File: src/rtl/shift_sequencer.sv
// shift_sequencer
//   Multi-cycle SLL/SRL/SRA unit for the execute stage. Shifts the operand at
//   most STEP bits per clock and holds the pipeline via stall until the result
//   is ready.
//
//   Parameters
//     STEP       maximum bits shifted per cycle (1, 2, 4, 8 or 16)
//   Ports
//     clk        system clock, rising edge
//     rst_n      synchronous active-low reset
//     start      shift request, sampled only while idle
//     op         00 SLL, 01 SRL, 10 SRA, 11 reserved (pass-through)
//     var_sel    1: amount from rs_data[4:0], 0: amount from shamt_ext[4:0]
//     shamt_ext  zero-extended instruction shamt (only [4:0] used)
//     rs_data    register rs value (only [4:0] used)
//     data_in    operand to shift
//     result     registered result, updated on entry to DONE and held
//     done       one-cycle pulse, result valid
//     busy       high whenever not idle
//     stall      pipeline hold request
module shift_sequencer #(
    parameter int unsigned STEP = 4
) (
    input  logic        clk,
    input  logic        rst_n,
    input  logic        start,
    input  logic [1:0]  op,
    input  logic        var_sel,
    input  logic [31:0] shamt_ext,
    input  logic [31:0] rs_data,
    input  logic [31:0] data_in,
    output logic [31:0] result,
    output logic        done,
    output logic        busy,
    output logic        stall
);

    typedef enum logic [1:0] {
        IDLE  = 2'd0,
        SHIFT = 2'd1,
        DONE  = 2'd2
    } state_e;

    localparam logic [4:0] STEP_AMT = 5'(STEP);

    state_e      state_q, state_d;
    logic [1:0]  op_q, op_d;
    logic [31:0] work_q, work_d;
    logic [4:0]  rem_q, rem_d;
    logic        sign_q, sign_d;
    logic [31:0] result_q, result_d;

    logic [4:0]  amt_sel;
    logic [4:0]  step_s;
    logic [32:0] sra_ext;
    logic        unused_hi;

    assign unused_hi = ^{shamt_ext[31:5], rs_data[31:5]};

    // Selected shift amount and the bits to shift this cycle: min(remaining, STEP)
    always_comb begin
        amt_sel = var_sel ? rs_data[4:0] : shamt_ext[4:0];
        step_s  = (rem_q < STEP_AMT) ? rem_q : STEP_AMT;
    end

    // State register and datapath registers
    always_ff @(posedge clk) begin
        if (!rst_n) begin
            state_q  <= IDLE;
            op_q     <= '0;
            work_q   <= '0;
            rem_q    <= '0;
            sign_q   <= 1'b0;
            result_q <= '0;
        end else begin
            state_q  <= state_d;
            op_q     <= op_d;
            work_q   <= work_d;
            rem_q    <= rem_d;
            sign_q   <= sign_d;
            result_q <= result_d;
        end
    end

    // Next-state logic
    always_comb begin
        state_d = state_q;
        case (state_q)
            IDLE: begin
                if (start) begin
                    state_d = (amt_sel != 5'd0 && op != 2'b11) ? SHIFT : DONE;
                end
            end
            SHIFT: begin
                // Last slice: remaining - s reaches zero this cycle
                if (rem_q == step_s) begin
                    state_d = DONE;
                end
            end
            DONE:    state_d = IDLE;
            default: state_d = IDLE;
        endcase
    end

    // Datapath next values
    always_comb begin
        op_d     = op_q;
        work_d   = work_q;
        rem_d    = rem_q;
        sign_d   = sign_q;
        result_d = result_q;
        // Sign bit prepended so the arithmetic shift fills with the latched sign
        sra_ext  = $signed({sign_q, work_q}) >>> step_s;

        case (state_q)
            IDLE: begin
                if (start) begin
                    op_d   = op;
                    work_d = data_in;
                    rem_d  = amt_sel;
                    sign_d = data_in[31];
                end
            end
            SHIFT: begin
                rem_d = rem_q - step_s;
                case (op_q)
                    2'b00:   work_d = work_q << step_s;
                    2'b01:   work_d = work_q >> step_s;
                    2'b10:   work_d = sra_ext[31:0];
                    default: work_d = work_q;
                endcase
            end
            default: ;
        endcase

        // Capture on the edge that enters DONE so result is valid alongside done
        if (state_d == DONE) begin
            result_d = work_d;
        end
    end

    // Outputs
    always_comb begin
        result = result_q;
        done   = (state_q == DONE);
        busy   = (state_q != IDLE);
        stall  = rst_n && ((state_q == IDLE && start) || state_q == SHIFT);
    end

endmodule

File: config.mk
export PLATFORM = sky130hd
export DESIGN_NAME = shift_sequencer
export DESIGN_NICKNAME = d
export VERILOG_FILES = /design/src/rtl/shift_sequencer.sv
export SDC_FILE = /design/constraint.sdc
export NUM_CORES = 1
export LEC_CHECK = 0
export BUFFER_PORTS_ARGS = -buffer_cell sky130_fd_sc_hd__buf_2
export CAP_MARGIN = 30
export CORE_ASPECT_RATIO = 0.6
export CORE_MARGIN = 5
export CORE_UTILIZATION = 57
export CTS_BUF_LIST = sky130_fd_sc_hd__clkbuf_4 sky130_fd_sc_hd__clkbuf_8
export DETAILED_ROUTE_END_ITERATION = 7
export PLACE_DENSITY = 0.82
export SLEW_MARGIN = 40
export SYNTH_ARGS = -nofsm -noshare
export SYNTH_HDL_FRONTEND = slang
export SYNTH_SLANG_ARGS = --single-unit
File: constraint.sdc
create_clock -name clk -period 3.4 [get_ports clk]
set_clock_uncertainty 0.05 [all_clocks]
set_input_delay 0.85 -clock clk [delete_from_list [all_inputs] [get_ports clk]]
set_output_delay 0.85 -clock clk [all_outputs]
set_load 0.05 [all_outputs]
* Word level (Yosys, flattened, before mapping)
Cells that the tools add are included.
Storage, ports and cells: flip-flop bits (word level) 74, latch bits 0, logic and storage cells 41, output and inout bits 35, memories 0, bits in read-only memories 0, bits of input ports 102, memory bits (writable) 0
Operators by class: reduce and logical (&&, ||, !) cells 11, div/mod/pow operators 0, multiplexer cells 11, shift operators 3, multipliers 0, bitwise operators 0, $lt $le $gt $ge 1, equality and inequality tests 8, add/sub/neg operators 1
Operators with widths (count):
- $pmux W32 S3 | 1
- $pmux W32 S2 | 1
- $sshr A33 B5 Y32 | 1
- $mux W32 | 1
- $shl A32 B5 Y32 | 1
- $shr A32 B5 Y32 | 1
- $mux W5 | 3
- $pmux W5 S2 | 1
- $eq A2 B2 Y1 const B | 3
- $mux W2 | 3
- $eq A5 B5 Y1 | 1
- $lt A5 B3 Y1 const B | 1
- $reduce_bool A5 Y1 | 1
- $sub A5 B5 Y5 | 1
- $eq A2 B1 Y1 const B | 2
- $logic_not A2 Y1 | 2
- $ne A2 B2 Y1 const B | 2
- $pmux W2 S2 | 1
- $reduce_and A2 Y1 | 2
- $reduce_bool A2 Y1 | 2
- $logic_and A1 B1 Y1 | 3
- $logic_or A1 B1 Y1 | 1

* Depth between registers and ports, before layout
Gate-level depths: netlist of run 1.
word-level depth 7, gate-level depth with buffers 12, mapped depth without buffers 8

* Least setup slack after synthesis of run 1
No wires, ideal clock.
path kind input to output, from in rst_n, to out stall, path buffers 3, data required time 2.500 ns, setup slack 0.147 ns, arrival 2.353 ns, cell stages on the path 5, cells stage by stage clkbuf_1 clkinv_1 clkbuf_1 clkbuf_1 nor2_1
On the way: longest elaborated chain between the ends 1
RTL lines:
- start: declaration | RTL line 25 | input logic rst_n,
- $logic_and A1 B1 Y1 | RTL line 147 | stall = rst_n && ((state_q == IDLE && start) || state_q == SHIFT);
- end: declaration | RTL line 35 | output logic stall
Every way passes these cells.

* Worst setup path after layout of run 1
from reg rem_q[0], to reg result_q[3], in the netlist result[3]
On the way: longest elaborated chain between the ends 6, elaborated cells on any way between the ends 11, classes of those cells order compare (1); eq/ne (2); shift (3); mux (5)
RTL lines:
- start: declaration | RTL line 49 | logic [4:0] rem_q, rem_d;
- start signal: assignment | RTL line 79 | rem_q <= rem_d;
- branches (longest 6 deep; another with $lt A5 B3 Y1)
- end signal: assignment | RTL line 81 | result_q <= result_d;
- end: declaration | RTL line 51 | logic [31:0] result_q, result_d;
Several ways; the timed one is not identified. A chain may end at the register's enable or synchronous reset.

==> results of run 1 <==
per-layer routing:
| metal | GRT usage (%) | wire length [um] | vias to the layer above |
|---|---|---|---|
| met5 | 0 | 0 | - |
| met4 | 11.4 | 710 | 0 |
| met3 | 13.6 | 4170 | 88 |
| met2 | 51.4 | 10300 | 694 |
| met1 | 52.0 | 10400 | 3544 |
| li1 | - | - | 3304 |
registers in the layout (all words and copies together) (netlist names):
| name | cells |
|---|---|
| op_q | 2 |
| rem_q | 5 |
| result | 32 |
| sign_q | 1 |
| state_q | 2 |
| work_q | 32 |
worst min path at each step:
| stage | from | end | cells after the start |
|---|---|---|---|
| floorplan | sign_q$_SDFFE_PN0P_ | sign_q$_SDFFE_PN0P_ | 2 |
| CTS | result[0]$_SDFFE_PN0N_ | result[0]$_SDFFE_PN0N_ | 2 |
| detailed placement | result[0]$_SDFFE_PN0N_ | result[0]$_SDFFE_PN0N_ | 2 |
| global route | result[0]$_SDFFE_PN0N_ | result[0]$_SDFFE_PN0N_ | 2 |
| global placement | result[24]$_SDFFE_PN0N_ | result[24]$_SDFFE_PN0N_ | 2 |
| finish | result[0]$_SDFFE_PN0N_ | result[0]$_SDFFE_PN0N_ | 2 |
cells in the final DEF (no fill, tap or decap), drive strengths merged, types with 4 or more instances in the layout:
cell type and n:
buf 127, nand2 99, dfxtp 74, o21ai 68
mux2i 63, nor2 54, a21oi 53, a22oi 35
nand3 24, o22ai 23, o221ai 19, a31oi 17
and3 16, a21o 16, a211oi 15, nor3 13
a221oi 12, nand2b 9, o211ai 9, clkbuf 9
inv 9, and2 8, mux2 8, o22a 7
o31a 6, o31ai 6, nand3b 6, a2bb2oi 5
mux4 5, or2 4, a21boi 4, o2bb2ai 4
nor2b 4, clkinv 4
where the power goes:
part           total [mW]  internal, mW  switching, mW
clock network       0.752         0.346          0.406
logic                1.24         0.433          0.807
registers            1.11         0.938          0.175
total                3.10          1.72           1.39
logic make-up (layout without fill, tap and decap cells):
family / after synthesis / count (layout) / synth area share (%)
flops: 74 / 74 / 23.2
simple gates: 258 / 258 / 19.6
compound gates: 331 / 331 / 35.5
fa+ha+maj: 2 / 2 / 0.353
mux: 76 / 76 / 13.0
xor+xnor: 2 / 2 / 0.274
other cells: 1 / 1 / 0.0587
buf+inv: 120 / 152 / 7.97
cell type report:
class                           instances  area [sq um]
Clock inverter                          7          76.3
Fill cell                             945          3680
Multi-Input combinational cell        670          4410
Inverter                                9          33.8
Tap cell                              139           174
Timing Repair Buffer                  127           761
Clock buffer                            9           124
Sequential cell                        74          1480
stage by stage:
step	instance area, sq um	instances
3_5_place_dp	6850	1019
6_report	7060	1035
5_1_grt	7060	1035
3_3_place_gp	6850	1019
4_1_cts	7050	1035
2_1_floorplan	6390	864
worst max-delay path: cells and delay by family (launching register included):
kind	cells	cell delay, ns
simple gates	2	0.65
buf+inv	1	0.31
mux	1	0.53
compound gates	3	0.63
flops	1	0.64
==> flow_metrics.py, run 1 <==
metrics = {
    "sta": {
        "setup_violations": 0,
        "maxSlewHeadroom_pct": 52.3,
        "final.hold.worst_slack_ns": 0.409,
        "period_share_pct": 87.8,
        "rsz0062_at_grt": "false",
        "worst_slew_pin_slew_ns": 0.714,
        "finalHoldViolCount": 0,
        "final_period_minus_worst_setup_slack_ns": 2.98,
        "number_of_slew_limit_violations_in_the_final_report": 0,
        "fmaxAchievable_ghz": 0.335,
        "setup-tns-final_ns": 0,
        "final.setup.worst_slack_ns": 0.415,
    },
    "detailed_routing": {
        "ant_nets": 0,
        "detail_route.iter0.violations": 1331,
        "first_pass_iters": 8,
        "detail_route.wl_per_cell_um": 24.7,
        "routed_wirelength_um": 25600,
        "via_count": 7630,
        "drc": 0,
        "avgViaCountPerCell": 7.37,
    },
    "logic_synthesis": {
        "synthTopCellsByArea": "sky130_fd_sc_hd__dfxtp_1 (23%), sky130_fd_sc_hd__mux2i_1 (9.9%), sky130_fd_sc_hd__nand2_1 (5.8%), sky130_fd_sc_hd__o21ai_0 (5.3%), sky130_fd_sc_hd__clkbuf_1 (4.9%)",
        "syn-num-nets": 967,
        "yosysTopAreaCellShare_pct": 23.2,
        "synth_edf_count": 0,
        "syn-instance-count": 864,
        "netlist_top_cells_count": "sky130_fd_sc_hd__nand2_1 (99), sky130_fd_sc_hd__clkbuf_1 (83), sky130_fd_sc_hd__dfxtp_1 (74), sky130_fd_sc_hd__o21ai_0 (67), sky130_fd_sc_hd__mux2i_1 (63)",
        "avgSynthCellArea_sq_um": 7.39,
        "seq_area_frac_synth_pct": 23.2,
        "synth_cell_type_count": 77,
        "ys_ff_latch": 74,
        "post-synth-top-area-cell": "sky130_fd_sc_hd__dfxtp_1",
        "number_of_warning_messages_in_the_yosys_log": 0,
        "dominantRegCellSynth": "sky130_fd_sc_hd__dfxtp_1",
        "async_reset_ff_share_pct": 0,
        "yosys.cell_count.top_type": "sky130_fd_sc_hd__nand2_1",
        "synth.cell_area_sq_um": 6390,
    },
    "clock_tree": {
        "cts_tree": "done",
        "clock_tree.htree_level_count": 3,
        "tritoncts_num_sinks": 74,
        "max-clock-path-buffers": 2,
        "cts_hold_buf": 0,
        "post_cts.resized_instances": 0,
        "clk_latency_ns": 0.38,
        "cts-root-buf": "sky130_fd_sc_hd__clkbuf_8",
        "cts.reportedPaths.clkPinSlew_ns": 0.10,
        "cts-buffers-inserted": 9,
        "post-cts-setup-buffer-count": 0,
    },
    "worst_setup_path": {
        "worstRegToRegCells": 7,
        "reg2reg_setup_slack_ns": 0.42,
        "path_cells": "nor4b_2, buf_12, mux4_2, and2_1, a211oi_1, o22ai_1, a21o_1",
        "setup.worst_path.end": "result[3]$_SDFFE_PN0N_",
        "r2r-start": "rem_q[0]$_SDFFE_PN0P_",
        "critical_path_required_ns": 3.62,
        "path_class": "flop to flop",
        "critical_path.reg2reg.endpoint": "result[3]$_SDFFE_PN0N_",
        "cp_data_arrival_time_ns": 3.21,
        "crit_path_max_incr_delay_ns": 0.64,
        "worst-path-max-fanout": 44,
        "worst_path_max_delay_cell": "sky130_fd_sc_hd__dfxtp_1",
        "critPathLaunchType": "flop",
        "worstSetupStartpoint": "rem_q[0]$_SDFFE_PN0P_",
        "setup.worst_path.end_class": "flop",
    },
    "place": {
        "place_hpwl_um": 17600,
        "gp_congestion": 1.00,
        "place_ws_ns": 0.597,
        "port_buffers": 82,
    },
    "global_route": {
        "wire_length_of_the_first_global_routing_pass_um": 39600,
        "grt_use_total_pct": 36.7,
        "number_of_antenna_violations_at_the_first_check_in_global_routing": 0,
        "number_of_global_route_vias_before_repair": 6937,
        "grt_max_degree": 52,
        "residual_overflow_from_global_routing": 0,
    },
    "final_layout": {
        "ant_diodes": 0,
        "drive_above_1_share_pct": 19.3,
        "number_of_nets_in_the_layout": 994,
        "finish.utilization_pct": 65.7,
        "area_delta_synth_final_pct": 10.5,
    },
    "min_path": {
        "holdCritPathClass": "flop to flop",
    },
    "pwr": {
        "finalPower_mw": 3.10,
        "ir_drop_uv": 335,
        "cellPowerDensity_nw_per_um2": 440,
        "p_leak_nw": 2.84,
    },
    "floorplan": {
        "rows": 29,
        "top_level_ports": 137,
        "die_h_um": 92.0,
        "design.core.area_sq_um": 10700,
        "initial_core_util_pct": 59.5,
        "dieWidth_um": 147,
        "die_area_sq_um": 13500,
    },
    "status": {
        "status": "finished clean",
    },
    "run": {
        "timing.max_cap.violations": 0,
    },
}
No activity file was read; power rests on OpenSTA's default activity.
==> run 2, diff against run 1 <==
--- a/config.mk
+++ b/config.mk
@@ -9,10 +9,10 @@
 export CAP_MARGIN = 30
 export CORE_ASPECT_RATIO = 0.6
 export CORE_MARGIN = 5
-export CORE_UTILIZATION = 57
-export CTS_BUF_LIST = sky130_fd_sc_hd__clkbuf_4 sky130_fd_sc_hd__clkbuf_8
+export CORE_UTILIZATION = 55
+export CTS_BUF_LIST = sky130_fd_sc_hd__clkbuf_16
 export DETAILED_ROUTE_END_ITERATION = 7
-export PLACE_DENSITY = 0.82
+export PLACE_DENSITY = 0.79
 export SLEW_MARGIN = 40
 export SYNTH_ARGS = -nofsm -noshare
 export SYNTH_HDL_FRONTEND = slang
==> run 2 against run 1 <==
Hold slack better by 0.0034 ns. Sequential power hardly changed. Routed wire length is 8.3% lower. Largest cell class unchanged. Largest power group unchanged. Highest routed layer unchanged.
==> flow_metrics.py, run 2 (synthesis results as in run 1) <==
metrics = {
    "status": {
        "status": "finished clean",
    },
    "sta": {
        "final.hold.worst_slack_ns": 0.412,
        "final.setup.worst_slack_ns": 0.282,
        "rsz0062_at_grt": "false",
        "number_of_slew_limit_violations_in_the_final_report": 0,
        "setup-tns-final_ns": 0,
        "worst_slew_pin_slew_ns": 0.809,
        "setup_violations": 0,
        "finalHoldViolCount": 0,
        "maxSlewHeadroom_pct": 46.0,
        "period_share_pct": 91.7,
        "fmaxAchievable_ghz": 0.321,
        "final_period_minus_worst_setup_slack_ns": 3.12,
    },
    "clock_tree": {
        "post_cts.resized_instances": 0,
        "clock_tree.htree_level_count": 3,
        "cts-root-buf": "sky130_fd_sc_hd__clkbuf_16",
        "tritoncts_num_sinks": 74,
        "cts_hold_buf": 0,
        "cts-buffers-inserted": 9,
        "clk_latency_ns": 0.35,
        "post-cts-setup-buffer-count": 0,
        "cts.reportedPaths.clkPinSlew_ns": 0.06,
        "max-clock-path-buffers": 2,
        "cts_tree": "done",
    },
    "global_route": {
        "wire_length_of_the_first_global_routing_pass_um": 36900,
        "grt_use_total_pct": 33.4,
        "number_of_antenna_violations_at_the_first_check_in_global_routing": 0,
        "number_of_global_route_vias_before_repair": 6545,
        "grt_max_degree": 52,
        "residual_overflow_from_global_routing": 0,
    },
    "detailed_routing": {
        "first_pass_iters": 7,
        "via_count": 7428,
        "avgViaCountPerCell": 7.06,
        "detail_route.wl_per_cell_um": 22.3,
        "drc": 0,
        "routed_wirelength_um": 23500,
        "ant_nets": 0,
        "detail_route.iter0.violations": 1553,
    },
    "min_path": {
        "holdCritPathClass": "flop to flop",
        "worstHoldStart": "result[0]$_SDFFE_PN0N_",
    },
    "floorplan": {
        "rows": 30,
        "dieWidth_um": 149,
        "top_level_ports": 137,
        "die_area_sq_um": 13900,
        "die_h_um": 93.5,
        "design.core.area_sq_um": 11300,
        "initial_core_util_pct": 56.3,
    },
    "place": {
        "place_ws_ns": 0.454,
        "place_hpwl_um": 16000,
        "dp_cells": 1036,
        "port_buffers": 82,
        "gp_congestion": 1.06,
    },
    "run": {
        "timing.max_cap.violations": 0,
    },
    "final_layout": {
        "number_of_nets_in_the_layout": 990,
        "final_cell_mix": "sky130_fd_sc_hd__nand2_1 (99), sky130_fd_sc_hd__buf_2 (82), sky130_fd_sc_hd__dfxtp_1 (73)",
        "layout_commonest_cell": "sky130_fd_sc_hd__nand2_1",
        "stdcell_count": 1052,
        "area_delta_synth_final_pct": 12.0,
        "finish.utilization_pct": 63.1,
        "ant_diodes": 0,
        "drive_above_1_share_pct": 18.8,
    },
    "worst_setup_path": {
        "r2r-start": "rem_q[2]$_SDFFE_PN0P_",
        "worst-path-max-fanout": 20,
        "critPathLaunchType": "flop",
        "critical_path_required_ns": 3.60,
        "reg2reg_setup_slack_ns": 0.28,
        "worstSetupStartpoint": "rem_q[2]$_SDFFE_PN0P_",
        "setup.worst_path.end_class": "flop",
        "cp_data_arrival_time_ns": 3.32,
        "path_class": "flop to flop",
    },
    "pwr": {
        "p_leak_nw": 2.87,
        "cellPowerDensity_nw_per_um2": 460,
        "ir_drop_uv": 279,
    },
}
-- run 2: cell count changes in the layout (fill, tap and decap cells not counted), sizes merged --
cell	previous run	this run
inv	9	8
buf	127	123
clkinv	4	5
-- run 2: critical path, cell delays in order, from the launching register on --
cell	delay (ns)
sky130_fd_sc_hd__dfxtp_1	0.56
sky130_fd_sc_hd__or3_1	0.81
sky130_fd_sc_hd__nor2_2	0.59
sky130_fd_sc_hd__o21ai_0	0.25
sky130_fd_sc_hd__a31oi_1	0.20
sky130_fd_sc_hd__and4bb_2	0.26
sky130_fd_sc_hd__o31ai_1	0.28
-- run 2: layer usage --
metal  vias to the layer above  routed length (um)  GRT usage [%]
met5                         -                   0              0
met3                        92                3620           10.3
met1                      3435               10000           50.4
met4                         0                 718           10.9
li1                       3299                   -              -
met2                       602                9130           44.0
-- run 2: stage by stage --
step | cell area [sq um] | power (mW)
3_5_place_dp | 6850 | 2.27
3_3_place_gp | 6850 | 2.26
5_1_grt | 7150 | 3.42
2_1_floorplan | 6390 | 1.92
4_1_cts | 7150 | 3.24
6_report | 7150 | 3.29
-- run 2: cell type report --
class,count,area [sq um]
multi-input cells,670,4410
flip-flops and latches,74,1480
inverters,9,33.8
clock inverters,7,70.1
well taps,160,200
fillers,1058,4190
clock buffers,9,225
repair buffers,123,731
-- run 2: worst paths after layout --
path	end	depth (start not counted)
min	result[0]$_SDFFE_PN0N_	2
min reg2reg	result[0]$_SDFFE_PN0N_	2
max reg2reg	result[9]$_SDFFE_PN0N_	6
max	result[9]$_SDFFE_PN0N_	6
-- run 2: where the power goes --
group          internal, mW  total [mW]  switching, mW
logic                 0.432        1.21          0.777
registers             0.939        1.11          0.171
clock network         0.567       0.967          0.400
==> run 3, diff against run 2 <==
--- a/config.mk
+++ b/config.mk
@@ -5,7 +5,7 @@
 export SDC_FILE = /design/constraint.sdc
 export NUM_CORES = 1
 export LEC_CHECK = 0
-export BUFFER_PORTS_ARGS = -buffer_cell sky130_fd_sc_hd__buf_2
+export BUFFER_PORTS_ARGS = -buffer_cell sky130_fd_sc_hd__clkbuf_2
 export CAP_MARGIN = 30
 export CORE_ASPECT_RATIO = 0.6
 export CORE_MARGIN = 5
==> run 3 against run 2 <==
Sequential share of layout area shrank 0.13 points. First-iteration DRC count is essentially flat. Die area is the same. Sequential power is essentially flat. Routed wire length grew 0.50%. Largest cell class unchanged. Maximum frequency grew 7.3%. Flip-flop and latch count is the same. Count of clock-buffer cells in the layout is the same. Via count grew 0.90%. Critical endpoint is now result[23]$_SDFFE_PN0N_. Clock power is essentially flat. Register-to-register slack gained 0.21 ns. Largest power group unchanged. Core utilization grew 0.39 points.
==> flow_metrics.py, run 3 (synthesis results as in run 1) <==
metrics = {
    "floorplan": {
        "top_level_ports": 137,
        "dieWidth_um": 149,
        "rows": 30,
        "initial_core_util_pct": 56.3,
        "die_h_um": 93.5,
        "die_area_sq_um": 13900,
        "design.core.area_sq_um": 11300,
    },
    "final_layout": {
        "final_cell_mix": "sky130_fd_sc_hd__nand2_1 (99), sky130_fd_sc_hd__clkbuf_2 (81), sky130_fd_sc_hd__dfxtp_1 (73)",
        "drive_above_1_share_pct": 19.1,
        "ant_diodes": 0,
        "area_delta_synth_final_pct": 12.7,
        "stdcell_count": 1054,
        "layout_commonest_cell": "sky130_fd_sc_hd__nand2_1",
        "number_of_nets_in_the_layout": 993,
    },
    "pwr": {
        "p_leak_nw": 2.87,
        "cellPowerDensity_nw_per_um2": 459,
        "finalPower_mw": 3.30,
        "ir_drop_uv": 286,
    },
    "clock_tree": {
        "max-clock-path-buffers": 2,
        "post-cts-setup-buffer-count": 0,
        "clk_latency_ns": 0.34,
        "cts_hold_buf": 0,
        "cts_tree": "done",
        "cts-buffers-inserted": 9,
        "clock_tree.htree_level_count": 3,
        "tritoncts_num_sinks": 74,
        "cts.reportedPaths.clkPinSlew_ns": 0.07,
        "post_cts.resized_instances": 0,
        "cts-root-buf": "sky130_fd_sc_hd__clkbuf_16",
    },
    "sta": {
        "worst_slew_pin_slew_ns": 0.866,
        "fmaxAchievable_ghz": 0.344,
        "setup_violations": 0,
        "rsz0062_at_grt": "false",
        "final.setup.worst_slack_ns": 0.495,
        "maxSlewHeadroom_pct": 42.1,
        "setup-tns-final_ns": 0,
        "number_of_slew_limit_violations_in_the_final_report": 0,
        "finalHoldViolCount": 0,
        "period_share_pct": 85.4,
        "final_period_minus_worst_setup_slack_ns": 2.91,
    },
    "global_route": {
        "grt_busiest_layer": "met1",
        "grt_max_degree": 52,
        "grt_use_total_pct": 33.0,
        "global_route.usage.met1_pct": 49.2,
        "number_of_antenna_violations_at_the_first_check_in_global_routing": 0,
        "residual_overflow_from_global_routing": 0,
        "number_of_global_route_vias_before_repair": 6608,
        "grt_util_met3_pct": 10.6,
        "wire_length_of_the_first_global_routing_pass_um": 36900,
        "globalRouteMet2Util_pct": 44.0,
    },
    "detailed_routing": {
        "drc": 0,
        "detail_route.wl_per_cell_um": 22.4,
        "avgViaCountPerCell": 7.11,
        "ant_nets": 0,
        "detail_route.iter0.violations": 1552,
        "via_count": 7495,
        "first_pass_iters": 8,
        "routed_wirelength_um": 23600,
    },
    "worst_setup_path": {
        "cp_data_arrival_time_ns": 3.09,
        "r2r-start": "rem_q[2]$_SDFFE_PN0P_",
        "critical_path.reg2reg.endpoint": "result[23]$_SDFFE_PN0N_",
        "critical_path_required_ns": 3.59,
        "reg2reg_setup_slack_ns": 0.49,
        "worst-path-max-fanout": 38,
        "path_cells": "or4b_4, a221oi_1, nor3_1, a211oi_1, o22ai_1, a21o_1",
        "path_class": "flop to flop",
        "crit_path_max_incr_delay_ns": 0.94,
        "worst_path_max_delay_cell": "sky130_fd_sc_hd__or4b_4",
        "worstSetupStartpoint": "rem_q[2]$_SDFFE_PN0P_",
        "worstRegToRegCells": 6,
        "critPathLaunchType": "flop",
        "setup.worst_path.end_class": "flop",
    },
    "run": {
        "timing.max_cap.violations": 0,
    },
    "place": {
        "dp_cells": 1039,
        "port_buffers": 82,
        "place_ws_ns": 0.612,
        "gp_congestion": 1.03,
        "place_hpwl_um": 16000,
    },
    "min_path": {
        "worst_hold_path.num_cells": 2,
        "hold-path-endpoint": "result[13]$_SDFFE_PN0N_",
        "worstHoldStart": "result[13]$_SDFFE_PN0N_",
        "holdCritPathClass": "flop to flop",
    },
    "status": {
        "status": "finished clean",
    },
}
## run 3: cell types whose count changed in the layout (fill, tap and decap cells not counted), moves of 2 or more
cell                       delta
sky130_fd_sc_hd__buf_4        +2
sky130_fd_sc_hd__clkbuf_2    +81
sky130_fd_sc_hd__buf_12       +2
sky130_fd_sc_hd__buf_2       -82
## run 3: cell type report
class	instances	area [sq um]
multi-input cells	670	4400
fillers	1040	4140
flip-flops and latches	74	1480
repair buffers	126	781
clock buffers	9	225
well taps	160	200
clock inverters	6	67.6
inverters	9	33.8
## run 3: how the worst max path moves through the flow
stage | to | slack, ns | depth (start not counted)
final | result[23]$_SDFFE_PN0N_ | 0.49 | 6
after global routing | result[23]$_SDFFE_PN0N_ | 0.41 | 6
after CTS | result[23]$_SDFFE_PN0N_ | 0.60 | 6
after detailed placement | stall | 0.61 | 5
after global placement | result[27]$_SDFFE_PN0N_ | 0.62 | 8
after floorplan | stall | 0.15 | 5
## run 3: stage by stage
step	hold WS (ns)	area, sq um	utilization, %
5_1_grt	0.432	7190	63.5
4_1_cts	0.405	7190	63.5
2_1_floorplan	0.443	6390	-
3_3_place_gp	0.396	6900	60.9
3_5_place_dp	0.397	6900	60.9
6_report	0.403	7190	63.5
## run 3: metal layers
metal	wire length, um	part of all wire, %
met3	3620	15
met2	9100	39
met1	10100	43
met4	802	3.4
met5	0	0
## run 3: power by group
part / total (mW) / internal (mW) / leakage [nW] / switching, mW
clock network: 0.970 / 0.567 / 0.138 / 0.403
registers: 1.11 / 0.939 / 0.605 / 0.174
logic: 1.22 / 0.441 / 2.13 / 0.780
total: 3.30 / 1.95 / 2.87 / 1.36
## run 3: critical path, delay by kind of cell (launching register included)
family | cells | cell delay (ns)
AO/OA/AOI/OAI | 4 | 1.14
AND/OR/NAND/NOR | 2 | 1.03
flip-flops | 1 | 0.57
